File: src/rtl/xu_cmp_issue_arb.sv
// Round-robin issue arbiter sharing the XU compare/trap datapath among THREADS requesters.
// Tracks each granted op through ex1..ex3 with its thread tag, applying per-thread flush and in-flight limits.
module xu_cmp_issue_arb #(
    parameter int unsigned THREADS  = 2,
    parameter int unsigned MAX_INFL = 2
) (
    input  logic                   nclk,
    input  logic                   rst_b,
    input  logic [THREADS-1:0]     req_val,
    input  logic [2*THREADS-1:0]   req_type,
    input  logic [THREADS-1:0]     req_64b,
    input  logic [5*THREADS-1:0]   req_instr,
    output logic [THREADS-1:0]     req_rdy,
    input  logic [THREADS-1:0]     flush,
    output logic                   ex1_msb_64b_sel,
    output logic                   ex2_act,
    output logic [4:0]             ex2_instr,
    output logic                   ex2_sel_trap,
    output logic                   ex2_sel_cmpl,
    output logic                   ex2_sel_cmp,
    input  logic [2:0]             ex3_alu_cr,
    input  logic                   ex3_trap_val,
    output logic [THREADS-1:0]     res_val,
    output logic [2:0]             res_cr,
    output logic                   res_trap
);

    localparam int unsigned TW = (THREADS > 2) ? 2 : 1;
    localparam int unsigned CW = 2;

    localparam logic [1:0] TYPE_CMP  = 2'b00;
    localparam logic [1:0] TYPE_CMPL = 2'b01;
    localparam logic [1:0] TYPE_TRAP = 2'b10;
    localparam logic [1:0] TYPE_RSVD = 2'b11;

    logic [TW-1:0]    r_ptr;
    logic [CW-1:0]    r_infl [THREADS];

    logic             r_ex1_v;
    logic [TW-1:0]    r_ex1_tid;
    logic [1:0]       r_ex1_type;
    logic [4:0]       r_ex1_instr;
    logic             r_ex1_msb;

    logic             r_ex2_v;
    logic [TW-1:0]    r_ex2_tid;
    logic             r_ex2_sel_cmp;
    logic             r_ex2_sel_cmpl;
    logic             r_ex2_sel_trap;
    logic [4:0]       r_ex2_instr;

    logic             r_ex3_v;
    logic [TW-1:0]    r_ex3_tid;
    logic             r_ex3_trap;

    logic [THREADS-1:0] w_elig;
    logic [THREADS-1:0] w_gnt;
    logic [THREADS-1:0] w_ret;
    logic               w_gnt_v;
    logic [TW-1:0]      w_gnt_tid;
    logic [1:0]         w_gnt_type;
    logic               w_ex1_live;
    logic               w_ex2_live;

    // Eligibility and round-robin search starting at the pointer, with wrap
    always_comb begin
        w_elig    = '0;
        w_gnt     = '0;
        w_gnt_v   = 1'b0;
        w_gnt_tid = '0;
        for (int unsigned t = 0; t < THREADS; t++) begin
            w_elig[t] = req_val[t] && (req_type[2*t +: 2] != TYPE_RSVD) && !flush[t]
                        && (r_infl[t] < CW'(MAX_INFL));
        end
        for (int unsigned i = 0; i < THREADS; i++) begin
            if (!w_gnt_v && w_elig[(32'(r_ptr) + i) % THREADS]) begin
                w_gnt_v   = 1'b1;
                w_gnt_tid = TW'((32'(r_ptr) + i) % THREADS);
            end
        end
        if (w_gnt_v) begin
            w_gnt[w_gnt_tid] = 1'b1;
        end
        w_gnt_type = req_type[2*w_gnt_tid +: 2];
    end

    // Ex3 retire and flush-qualified pipeline advance
    always_comb begin
        w_ret = '0;
        for (int unsigned t = 0; t < THREADS; t++) begin
            w_ret[t] = r_ex3_v && (r_ex3_tid == TW'(t));
        end
        w_ex1_live = r_ex1_v && !flush[r_ex1_tid];
        w_ex2_live = r_ex2_v && !flush[r_ex2_tid];
    end

    always_ff @(posedge nclk or negedge rst_b) begin
        if (!rst_b) begin
            r_ptr          <= '0;
            r_ex1_v        <= 1'b0;
            r_ex1_tid      <= '0;
            r_ex1_type     <= '0;
            r_ex1_instr    <= '0;
            r_ex1_msb      <= 1'b0;
            r_ex2_v        <= 1'b0;
            r_ex2_tid      <= '0;
            r_ex2_sel_cmp  <= 1'b0;
            r_ex2_sel_cmpl <= 1'b0;
            r_ex2_sel_trap <= 1'b0;
            r_ex2_instr    <= '0;
            r_ex3_v        <= 1'b0;
            r_ex3_tid      <= '0;
            r_ex3_trap     <= 1'b0;
            for (int unsigned t = 0; t < THREADS; t++) begin
                r_infl[t] <= '0;
            end
        end else begin
            if (w_gnt_v) begin
                r_ptr <= TW'((32'(w_gnt_tid) + 1) % THREADS);
            end

            r_ex1_v     <= w_gnt_v;
            r_ex1_tid   <= w_gnt_tid;
            r_ex1_type  <= w_gnt_type;
            r_ex1_instr <= req_instr[5*w_gnt_tid +: 5];
            r_ex1_msb   <= w_gnt_v && req_64b[w_gnt_tid];

            r_ex2_v        <= w_ex1_live;
            r_ex2_tid      <= r_ex1_tid;
            r_ex2_sel_cmp  <= w_ex1_live && (r_ex1_type == TYPE_CMP);
            r_ex2_sel_cmpl <= w_ex1_live && (r_ex1_type == TYPE_CMPL);
            r_ex2_sel_trap <= w_ex1_live && (r_ex1_type == TYPE_TRAP);
            r_ex2_instr    <= (w_ex1_live && (r_ex1_type == TYPE_TRAP)) ? r_ex1_instr : 5'b0;

            r_ex3_v    <= w_ex2_live;
            r_ex3_tid  <= r_ex2_tid;
            r_ex3_trap <= w_ex2_live && r_ex2_sel_trap;

            // Flush wipes the whole count since all of the thread's ops die at this edge
            for (int unsigned t = 0; t < THREADS; t++) begin
                if (flush[t]) begin
                    r_infl[t] <= '0;
                end else begin
                    r_infl[t] <= r_infl[t] + CW'(w_gnt[t]) - CW'(w_ret[t]);
                end
            end
        end
    end

    assign req_rdy         = w_gnt;
    assign ex1_msb_64b_sel = r_ex1_msb;
    assign ex2_act         = r_ex2_v;
    assign ex2_instr       = r_ex2_instr;
    assign ex2_sel_trap    = r_ex2_sel_trap;
    assign ex2_sel_cmpl    = r_ex2_sel_cmpl;
    assign ex2_sel_cmp     = r_ex2_sel_cmp;

    // A flush arriving while the op sits in ex3 kills its result in the same cycle
    assign res_val  = w_ret & ~flush;
    assign res_cr   = (|res_val) ? ex3_alu_cr : 3'b0;
    assign res_trap = ex3_trap_val && r_ex3_trap && (|res_val);

endmodule
File: config.mk
export PLATFORM = sky130hd
export DESIGN_NAME = xu_cmp_issue_arb
export DESIGN_NICKNAME = d
export VERILOG_FILES = /design/src/rtl/xu_cmp_issue_arb.sv
export SDC_FILE = /design/constraint.sdc
export NUM_CORES = 1
export LEC_CHECK = 0
export ABC_AREA = 1
export BUFFER_PORTS_ARGS = -buffer_cell sky130_fd_sc_hd__buf_2
export CORE_MARGIN = 1
export CORE_UTILIZATION = 48
export DETAILED_ROUTE_END_ITERATION = 6
export PLACE_DENSITY = 0.84
export REMOVE_ABC_BUFFERS = 1
export SYNTH_ARGS = -nofsm -noshare
export SYNTH_HDL_FRONTEND = slang
export SYNTH_SLANG_ARGS = --single-unit
export TNS_END_PERCENT = 100
File: constraint.sdc
create_clock -name nclk -period 1.8 [get_ports nclk]
set_input_delay 0.36 -clock nclk [delete_from_list [all_inputs] [get_ports nclk]]
set_output_delay 0.36 -clock nclk [all_outputs]
set_load 0.02 [all_outputs]
== After elaboration in Yosys (flattened, before gate mapping) ==
Index checks and enable logic that the tools add are counted.
Storage, ports and cells
  register bits after elaboration: 28
  bits of input ports: 26
  output and inout bits: 18
  word-level logic and storage cells: 88
Operators by class
  $add $sub $neg: 6
  multiply operators: 1
  order comparisons: 8
  eq/ne operators: 4
  shift-type cells: 2
  mux-type cells: 21
  bitwise gates (word level): 3
  reductions and logical operators: 26
Operators with widths (count)
  logical AND 1 bit: 19
  2-to-1 mux 1 bit: 15
  < comparator 1 x 2 -> 1 bit (second input constant): 5
  variable part select 10 x 5 -> 5 bit: 1
  2-to-1 mux 2 bit: 3
  zero test 1 bit: 5
  2-to-1 mux 5 bit: 1
  adder 2 x 1 -> 2 bit: 2
  < comparator 2 bit (second input constant): 2
  multiplier 3 x 1 -> 4 bit (first input constant): 1
  inequality test 2 bit (second input constant): 2
  variable part select 4 x 3 -> 2 bit: 1
  subtractor 2 x 1 -> 2 bit: 2
  2-to-1 mux 3 bit: 1
  adder 1 bit (second input constant): 2
  bitwise AND 2 bit: 1
  equality test 2 x 1 -> 1 bit (second input constant): 1
  equality test 2 bit (second input constant): 1
  zero test 2 bit: 1
  inverter 2 bit: 1
  OR reduction 2 bit: 1
  demux 1 bit (select 1 bit): 1
  greater-or-equal comparator 1 bit (second input constant): 1
  inverter 1 bit: 1

== Depth between registers and ports, before layout ==
Gate-level depths: netlist of the first run.
  word-level depth: 18
  mapped depth: 8

== Least setup slack after synthesis of the first run ==
OpenSTA, ideal clock, no wires.
  path kind: input-to-reg
  start point: input port req_type[2]
  end point: register r_infl[3] (netlist name)
  library setup time: 118 ps
  arrival: 1418 ps
  data required time: 1682 ps
  slack: 264 ps
  stages: 7
  cell sequence: nand2_1 > inv_1 > nor2_8 > a21oi_1 > ha_1 > xor2_1 > nor2_1
Between the ends
  cells in the longest elaborated chain, start to end: 18
  elaborated cells between the ends (all ways): 23
RTL lines
  from (decl): line 10  | input logic [2*THREADS-1:0] req_type,
  inequality test 2 bit (*): line 72  | w_elig[t] = req_val[t] && (req_type[2*t +: 2] != TYPE_RSVD) && !flush[t]
  logical AND 1 bit (*) (2 in a row): line 72
  logical AND 1 bit (*): line 73  | && (r_infl[t] < CW'(MAX_INFL));
  2-to-1 mux 1 bit (not written as such) (2 in a row): line 76  | if (!w_gnt_v && w_elig[(32'(r_ptr) + i) % THREADS]) begin
  2-to-1 mux 1 bit: line 76
  zero test 1 bit: line 76
  logical AND 1 bit: line 76
  2-to-1 mux 1 bit: line 76
  < comparator 1 x 2 -> 1 bit (not written as such) / greater-or-equal comparator 1 bit (equally long branches): line 82  | w_gnt[w_gnt_tid] = 1'b1;
  logical AND 1 bit (not written as such): line 82
  2-to-1 mux 1 bit (not written as such): line 82
  demux 1 bit (select 1 bit): line 82
  2-to-1 mux 2 bit (*): line 81  | if (w_gnt_v) begin
  via req_rdy[0]: line 13  | output logic [THREADS-1:0] req_rdy,
  adder 2 x 1 -> 2 bit (*): line 144  | r_infl[t] <= r_infl[t] + CW'(w_gnt[t]) - CW'(w_ret[t]);
  subtractor 2 x 1 -> 2 bit (*): line 144
  2-to-1 mux 2 bit (*): line 141  | if (flush[t]) begin
  to (signal, indexed assignment): line 144
  to (decl): line 37  | logic [CW-1:0] r_infl [THREADS];
The timed path passes the listed nets; every way through them passes the cells marked *. The select of a mux whose other input is x is not followed.
A chain may end at the register's enable or synchronous reset.

== Worst setup path in the final report of the first run ==
  start point: register r_infl[3] (netlist name)
  end point: output port req_rdy[1]
Between the ends
  cells in the longest elaborated chain, start to end: 13
  elaborated cells between the ends (all ways): 18
RTL lines (line)
  < comparator 2 bit (*): 73
  logical AND 1 bit (*): 73
  2-to-1 mux 1 bit (not written as such) (2 in a row): 76
  2-to-1 mux 1 bit: 76
  zero test 1 bit: 76
  logical AND 1 bit: 76
  2-to-1 mux 1 bit: 76
  < comparator 1 x 2 -> 1 bit (not written as such) / greater-or-equal comparator 1 bit (equally long branches): 82
  logical AND 1 bit (not written as such): 82
  2-to-1 mux 1 bit (not written as such): 82
  demux 1 bit (select 1 bit): 82
  2-to-1 mux 2 bit (*): 81
  to (decl): 13
Every way passes the cells marked *; elsewhere a longest branch is shown, timed or not. The select of a mux whose other input is x is not followed.

==> flow_metrics.env, run 1 <==
export IMPL_maxSlewHeadroom_pct=60.6
export IMPL_clkPwrFrac_pct=30.4
export IMPL_grt_pass1_vias=1006
export IMPL_synth_top_area_share_pct=57.0
export IMPL_cp_end_kind="output pin"
export IMPL_power_switching_mw=0.350
export IMPL_syn_inst=134
export IMPL_dieHeight_microns=52.6
export IMPL_fin_crit_ps=1720
export IMPL_rsz0062_at_grt="no"
export IMPL_path_class="reg -> out"
export IMPL_vias=968
export IMPL_grt_max_degree=29
export IMPL_comb_power_share_pct=17.3
export IMPL_nets=215
export IMPL_power_internal_mw=0.991
export IMPL_drive_gt1_share_pct=35.3
export IMPL_grt_use_total_pct=20.1
export IMPL_clk_pin_slew_ps=140
export IMPL_leakage_nw=0.971
export IMPL_drt_iter0_markers=15
export IMPL_synth_most_common_cell="nand2_1"
export IMPL_port_buffers=43
export IMPL_synth_edf_count=0
export IMPL_dr_wl_met3_microns=137
export IMPL_tns_ps=0
export IMPL_core_sq_um=2320
export IMPL_start_util_pct=53.0
export IMPL_seqPwrFrac_pct=52.4
export IMPL_fmax_mhz=580
export IMPL_cts_max_path_buffers=2
export IMPL_grt_antenna_before_repair=0
export IMPL_rows=17
export IMPL_setup_violations=0
export IMPL_holdBufCountCts=0
export IMPL_swShare_pct=26.1
export IMPL_async_flop_share_pct=100
export IMPL_highest_layer="met4"
export IMPL_synth_seq_cells=28
export IMPL_cp_max_fo=4
export IMPL_ir_worst_vdd_mv=0.887
export IMPL_finalHoldViolCount=0
export IMPL_n_fill_cell=167
export IMPL_cpPeakStageDelay_ps=450
export IMPL_yosys_warnings=0
export IMPL_avgSynthCellArea_sq_um=9.18
export IMPL_gr_total_overflow=0
export IMPL_fp_dieW_microns=52.6
export IMPL_period_share_pct=95.8
export IMPL_cts_max_level=1
export IMPL_fin_area_sq_um=1600
export IMPL_vias_per_cell=4.57
export IMPL_hold_class="in -> async"
export IMPL_r2r_start="r_ex3_v$_DFF_PN0_"
export IMPL_tightest_slew_ps=591
export IMPL_slew_viol_final=0
export IMPL_synth_top_area_cell="dfrtp_1"
export IMPL_crit_path_top_delay_cell="dfrtp_1"
export IMPL_gp_congestion=0.748
export IMPL_rrSetupSlack_ps=310
export IMPL_grt_pass1_wl_microns=3940
export IMPL_syn_area_sq_um=1230
export IMPL_dpl_instance_area_sq_um=1480
export IMPL_powerDensity_nw_per_um2=840
export IMPL_ios=44
export IMPL_status="finished, final reports clean"
export IMPL_design_die_area_sq_um=2770
export IMPL_areaGrowthSynthToFinish_pct=29.7
export IMPL_cts_buffers=3
export IMPL_synthTopCellsByArea="dfrtp_1, nand2_1, inv_1"
export IMPL_skew_ps=3.49
export IMPL_cts_tree="done"
export IMPL_drt_total_wl_microns=2300
export IMPL_clk_latency_ps=330
export IMPL_drc=0
export IMPL_clockRootBuffer="clkbuf_4"
export IMPL_post_route_util_pct=68.8
export IMPL_synth_distinct_cells=21
export IMPL_worst_setup_path_start_kind="flop"
export IMPL_drt_met1_wl_microns=880
export IMPL_wl_met2_microns=1230
export IMPL_wl_per_cell_microns=10.8
export IMPL_ant_nets=0
export IMPL_cp_top_family="flip-flops"
export IMPL_clock_sinks=28
export IMPL_r2r_end="r_infl[3]$_DFF_PN0_"
export IMPL_timing_hold_ws_ps=4.07
export IMPL_cp_required_ps=1440
export IMPL_antenna_cells=0
export IMPL_cp_arrival_ps=1360
export IMPL_crit_chain="nor2_4, nand4_4, nand2_4, inv_2, buf_4"
export IMPL_synth_commonest_cells="nand2_1, dfrtp_1, inv_1"
export IMPL_reg2reg_depth=8
export IMPL_critPathBufInv=2
export IMPL_yosysSeqAreaShare_pct=57.0
export IMPL_synthFlopType="dfrtp_1"
export IMPL_max_cap_violations=0
export IMPL_dr_pass1_iters=4
export IMPL_dp_hpwl_microns=1760
## final cells by class
type                    instances  area [sq um]  share of cell area (%)
clock buffers                   3          22.5                    1.41
clock inverters                 1          30.0                    1.88
inverters                      31           121                    7.61
multi-input cells              75           433                    27.1
flip-flops and latches         28           701                    43.9
well taps                      28          35.0                    2.20
repair buffers                 46           253                    15.8
## cells in the final DEF (no fill, tap or decap), drive strengths merged
cell type,count
buf,46
nand2,34
inv,31
dfrtp,28
nor2,21
ha,4
nand3,4
clkbuf,3
nor3,2
xnor2,2
xor2,2
a21oi,2
o21ai,2
nand4,1
nor3b,1
bufinv,1
## state kept, by name, indices dropped and copies added (netlist names)
name,flops
ex1_msb_64b_sel,1
ex2_act,1
ex2_instr,5
ex2_sel_cmp,1
ex2_sel_cmpl,1
ex2_sel_trap,1
r_ex1_instr,5
r_ex1_tid,1
r_ex1_type,2
r_ex1_v,1
r_ex2_tid,1
r_ex3_tid,1
r_ex3_trap,1
r_ex3_v,1
r_infl,4
r_ptr,1
## how the worst max path moves through the flow
stage,start,endpoint,slack (ps),depth (start not counted)
after floorplan,req_type[2],r_infl[3]$_DFF_PN0_,260,7
after global placement,flush[1],req_rdy[1],310,7
after detailed placement,req_type[0],r_infl[1]$_DFF_PN0_,220,8
after CTS,r_infl[3]$_DFF_PN0_,req_rdy[0],0.8,4
after global routing,r_ex3_v$_DFF_PN0_,res_trap,5,7
final,r_infl[3]$_DFF_PN0_,req_rdy[1],80,5
## logic make-up (layout without fill, tap and decap cells)
family                   after synthesis  after routing  synth area share [%]
buffers and inverters                 31             81                  9.87
AND/OR/NAND/NOR                       63             63                  24.6
AO/OA/AOI/OAI                          4              4                  1.63
flip-flops                            28             28                  57.0
adder cells (fa/ha/maj)                4              4                  4.07
XOR/XNOR                               4              4                  2.85
## power by group through the flow
stage | sequential (mW) | combinational, mW | clock (mW)
floorplan | 0.717 | 0.120 | 0
global placement | 0.707 | 0.198 | 0
detailed placement | 0.711 | 0.211 | 0
CTS | 0.699 | 0.218 | 0.420
global route | 0.707 | 0.263 | 0.433
finish | 0.702 | 0.232 | 0.407
## metrics by stage
step,setup slack (ps),power (mW),cells
after global routing,4.56,1.40,212
after CTS,0.800,1.34,211
after floorplan,264,0.837,134
after detailed placement,216,0.922,205
after global placement,308,0.905,205
final,75.2,1.34,212
## routing by layer
metal,vias up,global-route usage [%]
met5,-,0
met4,0,10.5
met3,4,3.19
met2,36,37.8
met1,433,21.0
li1,495,-
## what timing repair did
item,in CTS,in global routing
pin swaps,1,2
resized for setup,1,12
endpoints found under the setup margin,3,6
buffers inserted,2,1
Note: power is estimated with default switching activity, not from simulation.
==> run 2: changes to the inputs <==
- ABC_AREA: 1 -> not set
- CORE_UTILIZATION: 48 -> 47
- PLACE_DENSITY: 0.84 -> 0.83
==> flow_metrics.env, run 2 <==
export IMPL_status="finished with violations"
export IMPL_violations="negative setup slack"
export IMPL_vias=842
export IMPL_synth_top_area_share_pct=59.1
export IMPL_synth_edf_count=0
export IMPL_tightest_slew_ps=601
export IMPL_worst_setup_path_start_kind="flop"
export IMPL_grt_max_degree=29
export IMPL_areaGrowthSynthToFinish_pct=34.8
export IMPL_cts_max_level=1
export IMPL_vias_per_cell=4.90
export IMPL_dpl_instance_area_sq_um=1450
export IMPL_gp_congestion=0.762
export IMPL_synth_distinct_cells=23
export IMPL_cpPeakStageDelay_ps=440
export IMPL_cp_max_fo=3
export IMPL_drc=0
export IMPL_drt_iter0_markers=4
export IMPL_async_flop_share_pct=100
export IMPL_dp_hpwl_microns=1670
export IMPL_ant_nets=0
export IMPL_grt_pass1_wl_microns=3720
export IMPL_rrSetupSlack_ps=80
export IMPL_synthSimpleGateAreaFrac_pct=13.2
export IMPL_ir_worst_vdd_mv=0.421
export IMPL_gr_total_overflow=0
export IMPL_drive_gt1_share_pct=50.0
export IMPL_grt_use_total_pct=18.9
export IMPL_comb_power_share_pct=17.8
export IMPL_synthTopCellsByArea="dfrtp_1, mux2_4, ha_1"
export IMPL_synth_seq_cells=28
export IMPL_layout_commonest_cell="buf_2"
export IMPL_crit_path_top_delay_cell="dfrtp_1"
export IMPL_drt_total_wl_microns=2300
export IMPL_swShare_pct=25.4
export IMPL_leakage_nw=0.897
export IMPL_grt_antenna_before_repair=0
export IMPL_grt_pass1_vias=829
export IMPL_synthFlopType="dfrtp_1"
export IMPL_period_share_pct=100
export IMPL_rsz0062_at_grt="yes"
export IMPL_setup_violations=1
export IMPL_synth_top_family_by_area="simple AND/OR/NAND/NOR gates"
export IMPL_design_die_area_sq_um=2730
export IMPL_cts_tree="done"
export IMPL_yosysSeqAreaShare_pct=59.1
export IMPL_fin_crit_ps=1800
export IMPL_syn_inst=86
export IMPL_synth_compound_area_share_pct=5.17
export IMPL_cts_buffers=3
export IMPL_clock_sinks=28
export IMPL_dr_pass1_iters=2
export IMPL_nets=175
export IMPL_synth_fa_ha_area_share_pct=4.22
export IMPL_muxShareOfSynthArea_pct=12.2
export IMPL_core_sq_um=2300
export IMPL_hold_class="in -> async"
export IMPL_syn_area_sq_um=1190
export IMPL_max_cap_violations=0
export IMPL_clkPwrFrac_pct=25.1
export IMPL_dieHeight_microns=52.2
export IMPL_synth_xor_area_share_pct=2.95
export IMPL_skew_ps=14.0
export IMPL_final_cell_mix="buf_2, dfrtp_1, buf_4, mux2_4, and2_1"
export IMPL_ios=44
export IMPL_maxSlewHeadroom_pct=59.9
export IMPL_rows=17
export IMPL_post_route_util_pct=69.6
export IMPL_fmax_mhz=555
export IMPL_power_internal_mw=0.910
export IMPL_start_util_pct=51.6
export IMPL_power_switching_mw=0.310
export IMPL_antenna_cells=0
export IMPL_seqPwrFrac_pct=57.1
export IMPL_crit_chain="a2111oi_4, buf_4, a21oi_2, buf_2"
export IMPL_cp_end_kind="output pin"
export IMPL_synth_commonest_cells="dfrtp_1, and2_1, mux2_4"
export IMPL_finalHoldViolCount=0
export IMPL_cts_max_path_buffers=2
export IMPL_yosys_warnings=0
export IMPL_wl_per_cell_microns=13.4
export IMPL_setup_ws_ps=-1.26
export IMPL_powerDensity_nw_per_um2=763
export IMPL_path_class="reg -> out"
export IMPL_port_buffers=43
export IMPL_clk_pin_slew_ps=150
export IMPL_cp_arrival_ps=1440
export IMPL_clockRootBuffer="clkbuf_4"
export IMPL_cp_required_ps=1440
export IMPL_synth_top_area_cell="dfrtp_1"
export IMPL_p_total_mw=1.22
export IMPL_synth_most_common_cell="dfrtp_1"
export IMPL_avgSynthCellArea_sq_um=13.8
export IMPL_fin_area_sq_um=1600
export IMPL_fp_dieW_microns=52.2
export IMPL_clk_latency_ps=330
export IMPL_slew_viol_final=0
-- run 2: cell types whose count changed after synthesis, moves of 4 or more --
cell / change
nand2_1: -31
inv_1: -22
nor2_1: -16
and2_1: +7
mux2_4: +7
nor2b_1: +5
and3_1: +4
mux2i_1: +4
-- run 2: power groups by stage --
stage	Combinational (mW)	Clock, mW	Sequential [mW]
global route	0.240	0.341	0.703
finish	0.217	0.306	0.697
CTS	0.203	0.306	0.696
global placement	0.180	0	0.702
floorplan	0.0961	0	0.711
detailed placement	0.187	0	0.708
-- run 2: what timing repair did --
item                                    in CTS  in global routing
hold buffers                                 0                  0
gates resized for setup                      1                 10
endpoints found under the setup margin       2                 13
setup buffers                                7                  3
pin swaps                                    0                  3
-- run 2: per-layer routing --
layer  vias up  share of wire (%)  GRT usage (%)
li1        401                  -              -
met3         4                4.3           2.61
met2        27                 54           33.8
met5         -                  0              0
met1       410                 40           22.6
met4         0                1.7           8.33
-- run 2: layout make-up --
type                    instances  area [sq um]
well taps                      28          35.0
multi-input cells              50           459
flip-flops and latches         28           701
fillers                       166           698
repair buffers                 55           342
inverters                       7          26.3
clock buffers                   4          36.3
-- run 2: kinds of logic after synthesis --
family                   count (synthesis)
flip-flops                              28
AND/OR/NAND/NOR                         25
multiplexers                            11
buffers and inverters                    8
AO/OA/AOI/OAI                            6
XOR/XNOR                                 4
adder cells (fa/ha/maj)                  4
-- run 2: worst paths after layout --
check	start	to	depth (start not counted)
min reg2reg	r_ex2_tid$_DFF_PN0_	r_ex3_tid$_DFF_PN0_	0
max in group asynchronous	rst_b	ex2_instr[1]$_DFF_PN0_	1
max reg2reg	r_infl[3]$_DFF_PN0_	r_ex1_instr[1]$_DFF_PN0_	7
max	r_infl[1]$_DFF_PN0_	req_rdy[0]	4
min	rst_b	r_ex3_v$_DFF_PN0_	1
min in group nclk	req_instr[4]	r_ex1_instr[4]$_DFF_PN0_	2
-- run 2: worst max-delay path, delay by kind of cell, from the launching register on --
kind | cells | cell delay (ps)
compound gates | 2 | 320
flops | 1 | 440
buf+inv | 2 | 350
-- run 2: stage by stage --
stage / setup TNS, ps / setup WS [ps] / hold WS [ps] / std cells
finish: -1.26 / -1.26 / 4.41 / 172
global route: -150 / -85.9 / 31.1 / 172
CTS: 0 / 0.00477 / 19.8 / 169
detailed placement: 0 / 47.9 / 395 / 158
global placement: 0 / 120 / 378 / 158
floorplan: 0 / 154 / 64.4 / 85
